**src/rtl/sdram_pkg.sv**
```systemverilog
// Shared SDRAM controller definitions: command encodings, all-bank address and
// engine state type, used by both the read and write engines.
package sdram_pkg;

  // {CKE, CS_N, RAS_N, CAS_N, WE_N}
  localparam logic [4:0] CMD_NOP   = 5'b10111;
  localparam logic [4:0] CMD_PREC  = 5'b10010;
  localparam logic [4:0] CMD_ACT   = 5'b10011;
  localparam logic [4:0] CMD_WRITE = 5'b10100;
  localparam logic [4:0] CMD_READ  = 5'b10101;

  localparam logic [11:0] ADDR_PALL = 12'h400;

  typedef enum logic [2:0] {
    ST_IDLE,
    ST_PREC,
    ST_ACT,
    ST_WR,
    ST_TWR,
    ST_DONE
  } state_t;

endpackage

```
**src/rtl/sdram_step_cnt.sv**
```systemverilog
// Loadable down-counter with terminal-count flag; times the phases of the
// SDRAM engines. Holds at zero until reloaded.
module sdram_step_cnt #(
  parameter int unsigned W = 4
) (
  input  logic         clk,
  input  logic         rst,
  input  logic         load,
  input  logic [W-1:0] load_val,
  output logic         tc
);

  logic [W-1:0] cnt;

  always_ff @(posedge clk) begin
    if (rst)              cnt <= '0;
    else if (load)        cnt <= load_val;
    else if (cnt != '0)   cnt <= cnt - 1'b1;
  end

  assign tc = (cnt == '0);

endmodule

```
**src/rtl/sdram_write.sv**
```systemverilog
// Write-burst engine: PRECHARGE all, ACTIVE row, one WRITE burst fed from the
// write FIFO, write recovery, one-cycle ack. Optional byte masks: SDRAM_WR_DQM_EN.
module sdram_write
  import sdram_pkg::*;
#(
  parameter int unsigned TRP_CYC   = 2,
  parameter int unsigned TRCD_CYC  = 2,
  parameter int unsigned BURST_LEN = 4,
  parameter int unsigned TWR_CYC   = 2
) (
  input  logic        S_CLK,
  input  logic        RST,
  input  logic        write_en,
  output logic        write_ack,
  input  logic [19:0] sdram_addr,
  output logic        fifo_rd_req,
  input  logic [15:0] fifo_rd_data,
`ifdef SDRAM_WR_DQM_EN
  input  logic [1:0]  fifo_rd_mask,
  output logic [1:0]  write_dqm,
`endif
  output logic [11:0] write_addr,
  output logic [4:0]  write_cmd,
  output logic [15:0] write_dq,
  output logic        write_dq_oe
);

  localparam int unsigned MAX_AB  = (TRP_CYC > TRCD_CYC) ? TRP_CYC : TRCD_CYC;
  localparam int unsigned MAX_CD  = (BURST_LEN > TWR_CYC) ? BURST_LEN : TWR_CYC;
  localparam int unsigned MAX_LEN = (MAX_AB > MAX_CD) ? MAX_AB : MAX_CD;
  localparam int unsigned CW      = $clog2(MAX_LEN) + 1;
`ifdef SDRAM_WR_DQM_EN
  localparam int unsigned WORD_W  = 18;
`else
  localparam int unsigned WORD_W  = 16;
`endif

  state_t          state, state_n;
  logic [11:0]     row;
  logic [7:0]      col;
  logic            latch;
  logic [4:0]      cmd_n;
  logic [11:0]     addr_n;
  logic            ack_n, req_n, oe_n;
  logic            ph_load, ph_tc, rq_load, rq_tc;
  logic [CW-1:0]   ph_val;
  logic [WORD_W-1:0] fifo_word, word_src;

`ifdef SDRAM_WR_DQM_EN
  assign fifo_word = {fifo_rd_mask, fifo_rd_data};
`else
  assign fifo_word = fifo_rd_data;
`endif

  sdram_step_cnt #(.W(CW)) u_phase (
    .clk(S_CLK), .rst(RST), .load(ph_load), .load_val(ph_val), .tc(ph_tc)
  );

  sdram_step_cnt #(.W(CW)) u_req (
    .clk(S_CLK), .rst(RST), .load(rq_load), .load_val(CW'(BURST_LEN - 1)), .tc(rq_tc)
  );

  // Requests start in the first ACT cycle; extra TRCD_CYC-2 stages keep word 0
  // aligned with the WRITE command for any row-to-column delay.
  if (TRCD_CYC > 2) begin : g_dly
    logic [WORD_W-1:0] dly [TRCD_CYC-2];
    always_ff @(posedge S_CLK) begin
      if (RST) begin
        for (int unsigned i = 0; i < TRCD_CYC - 2; i++) dly[i] <= '0;
      end else begin
        dly[0] <= fifo_word;
        for (int unsigned i = 1; i < TRCD_CYC - 2; i++) dly[i] <= dly[i-1];
      end
    end
    assign word_src = dly[TRCD_CYC-3];
  end else begin : g_nodly
    assign word_src = fifo_word;
  end

  always_comb begin
    state_n = state;
    latch   = 1'b0;
    ph_load = 1'b0;
    ph_val  = '0;
    rq_load = 1'b0;
    cmd_n   = CMD_NOP;
    addr_n  = write_addr;
    ack_n   = 1'b0;
    req_n   = fifo_rd_req;
    unique case (state)
      ST_IDLE: if (write_en) begin
        state_n = ST_PREC;
        latch   = 1'b1;
        ph_load = 1'b1;
        ph_val  = CW'(TRP_CYC - 1);
        cmd_n   = CMD_PREC;
        addr_n  = ADDR_PALL;
      end
      ST_PREC: if (ph_tc) begin
        state_n = ST_ACT;
        ph_load = 1'b1;
        ph_val  = CW'(TRCD_CYC - 1);
        cmd_n   = CMD_ACT;
        addr_n  = row;
      end
      ST_ACT: if (ph_tc) begin
        state_n = ST_WR;
        ph_load = 1'b1;
        ph_val  = CW'(BURST_LEN - 1);
        cmd_n   = CMD_WRITE;
        addr_n  = {4'b0000, col};
      end
      ST_WR: if (ph_tc) begin
        state_n = ST_TWR;
        ph_load = 1'b1;
        ph_val  = CW'(TWR_CYC - 1);
      end
      ST_TWR: if (ph_tc) begin
        state_n = ST_DONE;
        ack_n   = 1'b1;
      end
      ST_DONE: begin
        state_n = ST_IDLE;
        addr_n  = ADDR_PALL;
      end
      default: state_n = ST_IDLE;
    endcase
    if (state == ST_PREC && ph_tc) begin
      req_n   = 1'b1;
      rq_load = 1'b1;
    end else if (fifo_rd_req && rq_tc) begin
      req_n   = 1'b0;
    end
    oe_n = (state_n == ST_WR);
  end

  always_ff @(posedge S_CLK) begin
    if (RST) begin
      state       <= ST_IDLE;
      row         <= '0;
      col         <= '0;
      write_cmd   <= CMD_NOP;
      write_addr  <= ADDR_PALL;
      write_dq    <= '0;
      write_dq_oe <= 1'b0;
      fifo_rd_req <= 1'b0;
      write_ack   <= 1'b0;
`ifdef SDRAM_WR_DQM_EN
      write_dqm   <= 2'b00;
`endif
    end else begin
      state       <= state_n;
      if (latch) {row, col} <= sdram_addr;
      write_cmd   <= cmd_n;
      write_addr  <= addr_n;
      write_dq    <= oe_n ? word_src[15:0] : '0;
      write_dq_oe <= oe_n;
      fifo_rd_req <= req_n;
      write_ack   <= ack_n;
`ifdef SDRAM_WR_DQM_EN
      write_dqm   <= oe_n ? word_src[17:16] : 2'b00;
`endif
    end
  end

endmodule

```
**config.mk**
```make
export PLATFORM = sky130hd
export DESIGN_NAME = sdram_write
export DESIGN_NICKNAME = d
export VERILOG_FILES = /design/src/rtl/sdram_pkg.sv /design/src/rtl/sdram_step_cnt.sv /design/src/rtl/sdram_write.sv
export SDC_FILE = /design/constraint.sdc
export NUM_CORES = 1
export LEC_CHECK = 0
export BUFFER_PORTS_ARGS = -buffer_cell sky130_fd_sc_hd__buf_2
export CORE_MARGIN = 2
export CORE_UTILIZATION = 50
export CTS_CLUSTER_SIZE = 12
export DETAILED_ROUTE_END_ITERATION = 10
export GPL_ROUTABILITY_DRIVEN = 1
export PLACE_DENSITY = 0.76
export SLEW_MARGIN = 20
export SYNTH_ARGS = -nofsm -noshare
export SYNTH_HDL_FRONTEND = slang
export SYNTH_SLANG_ARGS = --single-unit
export TNS_END_PERCENT = 30
```
**constraint.sdc**
```tcl
create_clock -name S_CLK -period 1.7 [get_ports S_CLK]
set_input_delay 0 -clock S_CLK [delete_from_list [all_inputs] [get_ports S_CLK]]
set_output_delay 0 -clock S_CLK [all_outputs]
set_load 0.05 [all_outputs]
```
==> metrics.csv <==
stage;metric;value;unit
worst_hold_path;min_from;fifo_rd_data[3];
global_routing;grt_pass1_vias;2175;
final_layout;nFillCells;364;
worst_setup_path;crit_end;write_addr[0];
routing;drt_iter0_drc;137;
final_layout;multi_input_area;1080;µm²
final_layout;fin_util;73.3;%
power_and_ir_drop;p_int;0.00323;W
placed_design;place_congestion;0.827;
global_routing;grt_overflow;0;
power_and_ir_drop;swShare;37.8;%
clock_network;clk_latency;0.34;ns
final_layout;nNetsFinal;433;
power_and_ir_drop;p_switching;0.00196;W
routing;vias_per_cell;5.03;
worst_setup_path;start_kind;flip-flop;
final_layout;layout-drive-gt1-share;26.6;%
logic_synthesis;ys_ff_latch;63;
worst_setup_path;r2r_start;u_phase.cnt[0];
global_routing;grt.total_usage;24.3;%
worst_setup_path;r2r_end;write_addr[0];
routing;wl_per_cell;13.8;µm
global_routing;antenna_found_initial;0;
clock_network;cts_tree;done;
logic_synthesis;syn_inst;282;
die;rows;25;
clock_network;clockBufferDepth;2;
die;start_util;52.1;%
job;cap_viol_max_count;0;
logic_synthesis;yosysWarnings;0;
routing;route.detailed.drc;0;
worst_setup_path;crit_path_max_fanout;20;
worst_setup_path;reg2reg_depth;7;
worst_setup_path;criticalPathCategory;reg -> reg;
final_layout;seqCellArea;1260;µm²
worst_hold_path;hold_depth;3;
clock_network;cts_sinks;63;
clock_network;cts_buffers;9;
routing;antenna_left;0;
timing;tns;0;ns
die;die_h;74.4;µm
logic_synthesis;seq_area_frac_synth;50.9;%
timing;worst_clock_skew;0.00833;ns
routing;vias;2326;
logic_synthesis;mappedNetlistNets;325;
timing;fmax;615;MHz
timing;finalCriticalPeriod;1.63;ns
worst_setup_path;critical_path_required;1.97;ns
power_and_ir_drop;peakVddDrop;949;µV
logic_synthesis;syn_area;2480;µm²
placed_design;detailed_place_hpwl;3680;µm
placed_design;numPortBuffers;72;
die;fp.coreArea;4750;µm²
timing;fin_crit_sh;95.6;%
power_and_ir_drop;power_frac_seq;36.2;%
logic_synthesis;synth_cell_type_count;39;
final_layout;num_antenna_cells;0;
clock_network;post-cts-setup-buffers;0;
power_and_ir_drop;p_per_area;1490;nW/µm²
worst_setup_path;endpoint_kind;flip-flop;
die;ioPinCount;75;
timing;setup-violations-final;0;
outcome;status;complete, no violations;
worst_setup_path;arrival;1.90;ns
power_and_ir_drop;clockPowerShare;24.4;%
power_and_ir_drop;p_comb_share;39.4;%
timing;hold_violations;0;
worst_setup_path;crit_path_start;u_phase.cnt[0];
clock_network;cts_root_buffer;clkbuf_8;
global_routing;grt_first_pass_wirelength;10000;µm
final_layout;syn_to_final_growth;40.7;%
worst_setup_path;r2r_slack;0.07;ns
routing;wl;6380;µm
routing;dr.pass1.iters;4;
clock_network;cts_max_level;3;
worst_hold_path;min_path_type;in -> reg;
clock_network;clk_pin_slew;0.07;ns
die;die_width;74.4;µm
timing;slew_viol_final;0;
logic_synthesis;syn_area_per_cell;8.78;µm²
timing;timing.hold.ws;0.396;ns
power_and_ir_drop;p_leak;1.52;nW
die;die_area;5530;µm²
global_routing;grt_max_degree;40;
-- routing by layer --
layer  track usage, %  share of wire, %  vias to the layer above
met4             9.72               2.2                        0
li1                 -                 -                     1163
met3             7.99               5.0                       14
met2             42.4                54                       63
met1             27.5                38                     1086
met5                0                 0                        -
-- power by group through the flow --
stage	Clock, W	Sequential [W]	Combinational (W)
after CTS	0.00127	0.00186	0.00198
after floorplan	0	0.00213	0.00116
final	0.00127	0.00188	0.00204
after detailed placement	0	0.00189	0.00188
after global routing	0.00137	0.00190	0.00222
after global placement	0	0.00188	0.00184
-- sequential cells by signal, summed over array words and instances, names as in the netlist, 3 cells and up --
register     flops
row             12
u_phase.cnt      3
write_dq        16
col              8
u_req.cnt        3
write_cmd        3
state            3
write_addr      12
-- how the worst min path moves through the flow --
stage	end	slack, ns
after floorplan	write_dq[0]	0.12
after global placement	write_dq[0]	0.20
after detailed placement	write_dq[5]	0.20
after CTS	write_dq[5]	0.38
after global routing	write_dq[11]	0.40
final	write_dq[3]	0.40
-- critical path, cell delays in order (launching register included) --
cell     delay [ns]
dfxtp_1        0.33
inv_1          0.09
ha_1           0.22
nor2b_4        0.20
o21ai_1        0.12
buf_12         0.17
a211o_1        0.31
a21oi_2        0.13
-- cell families after synthesis --
group / count (synthesis) / share of synthesized area [%]
other cells: 2 / 0.303
xor+xnor: 5 / 1.77
mux: 2 / 0.809
flops: 63 / 50.9
simple gates: 107 / 21.0
fa+ha+maj: 4 / 2.02
compound gates: 68 / 17.4
buf+inv: 31 / 5.81
-- synthesized netlist by cell type, drive strengths merged --
cell	count	area share, %
a22oi	8	2.4
a21o	1	0.30
inv	6	0.91
mux2i	2	0.81
o21ba	1	0.40
clkbuf	15	2.3
buf	10	2.6
dfxtp	63	51
xor2	1	0.35
a211o	9	3.2
and3	1	0.25
nand3b	1	0.30
o21ai	4	0.81
o311a	1	0.40
nand3	14	2.8
nand4	1	0.25
nand2b	3	0.76
a21oi	40	8.4
nor3b	2	0.61
o2111ai	3	1.1
xnor2	4	1.4
or2	1	0.25
and2b	1	0.30
nor2b	4	1.0
nand2	49	7.4
or3b	2	0.71
and2	17	4.3
a221o	1	0.40
conb	2	0.30
ha	4	2.0
nor4	2	0.51
nor2	8	1.2
or3	1	0.25
-- cell usage in the layout, fill, tap and decap left out, drive strengths merged, types with 3 or more instances in the layout --
cell type / instances
buf: 84
dfxtp: 63
nand2: 49
a21oi: 40
dlygate4sd3: 38
and2: 17
nand3: 14
clkbuf: 13
a211o: 9
a22oi: 8
nor2: 8
inv: 6
xnor2: 4
ha: 4
o21ai: 4
nor2b: 4
nand2b: 3
o2111ai: 3
-- repair_timing --
action / 4_1_cts / 5_1_grt
resized for setup: 0 / 5
setup endpoints to repair: 0 / 28
endpoints found under the hold margin: 40 / 0
hold buffers: 38 / 0
-- area by class of cell --
type	instances	share of cell area [%]
Clock buffer	13	4.27
Inverter	6	0.646
Clock inverter	3	1.22
Multi-Input combinational cell	188	31.0
Sequential cell	63	36.2
Timing Repair Buffer	122	24.2
Tap cell	67	2.41
-- metrics by stage --
step	area [µm²]	setup slack, ns	power (W)	instances
floorplan	2480	0.144	0.00329	282
global placement	2900	0.143	0.00373	408
global route	3480	-0.00877	0.00550	462
CTS	3470	0.0352	0.00512	462
detailed placement	2900	0.0710	0.00377	408
finish	3480	0.0748	0.00519	462
Note: power is estimated with default switching activity, not from simulation.
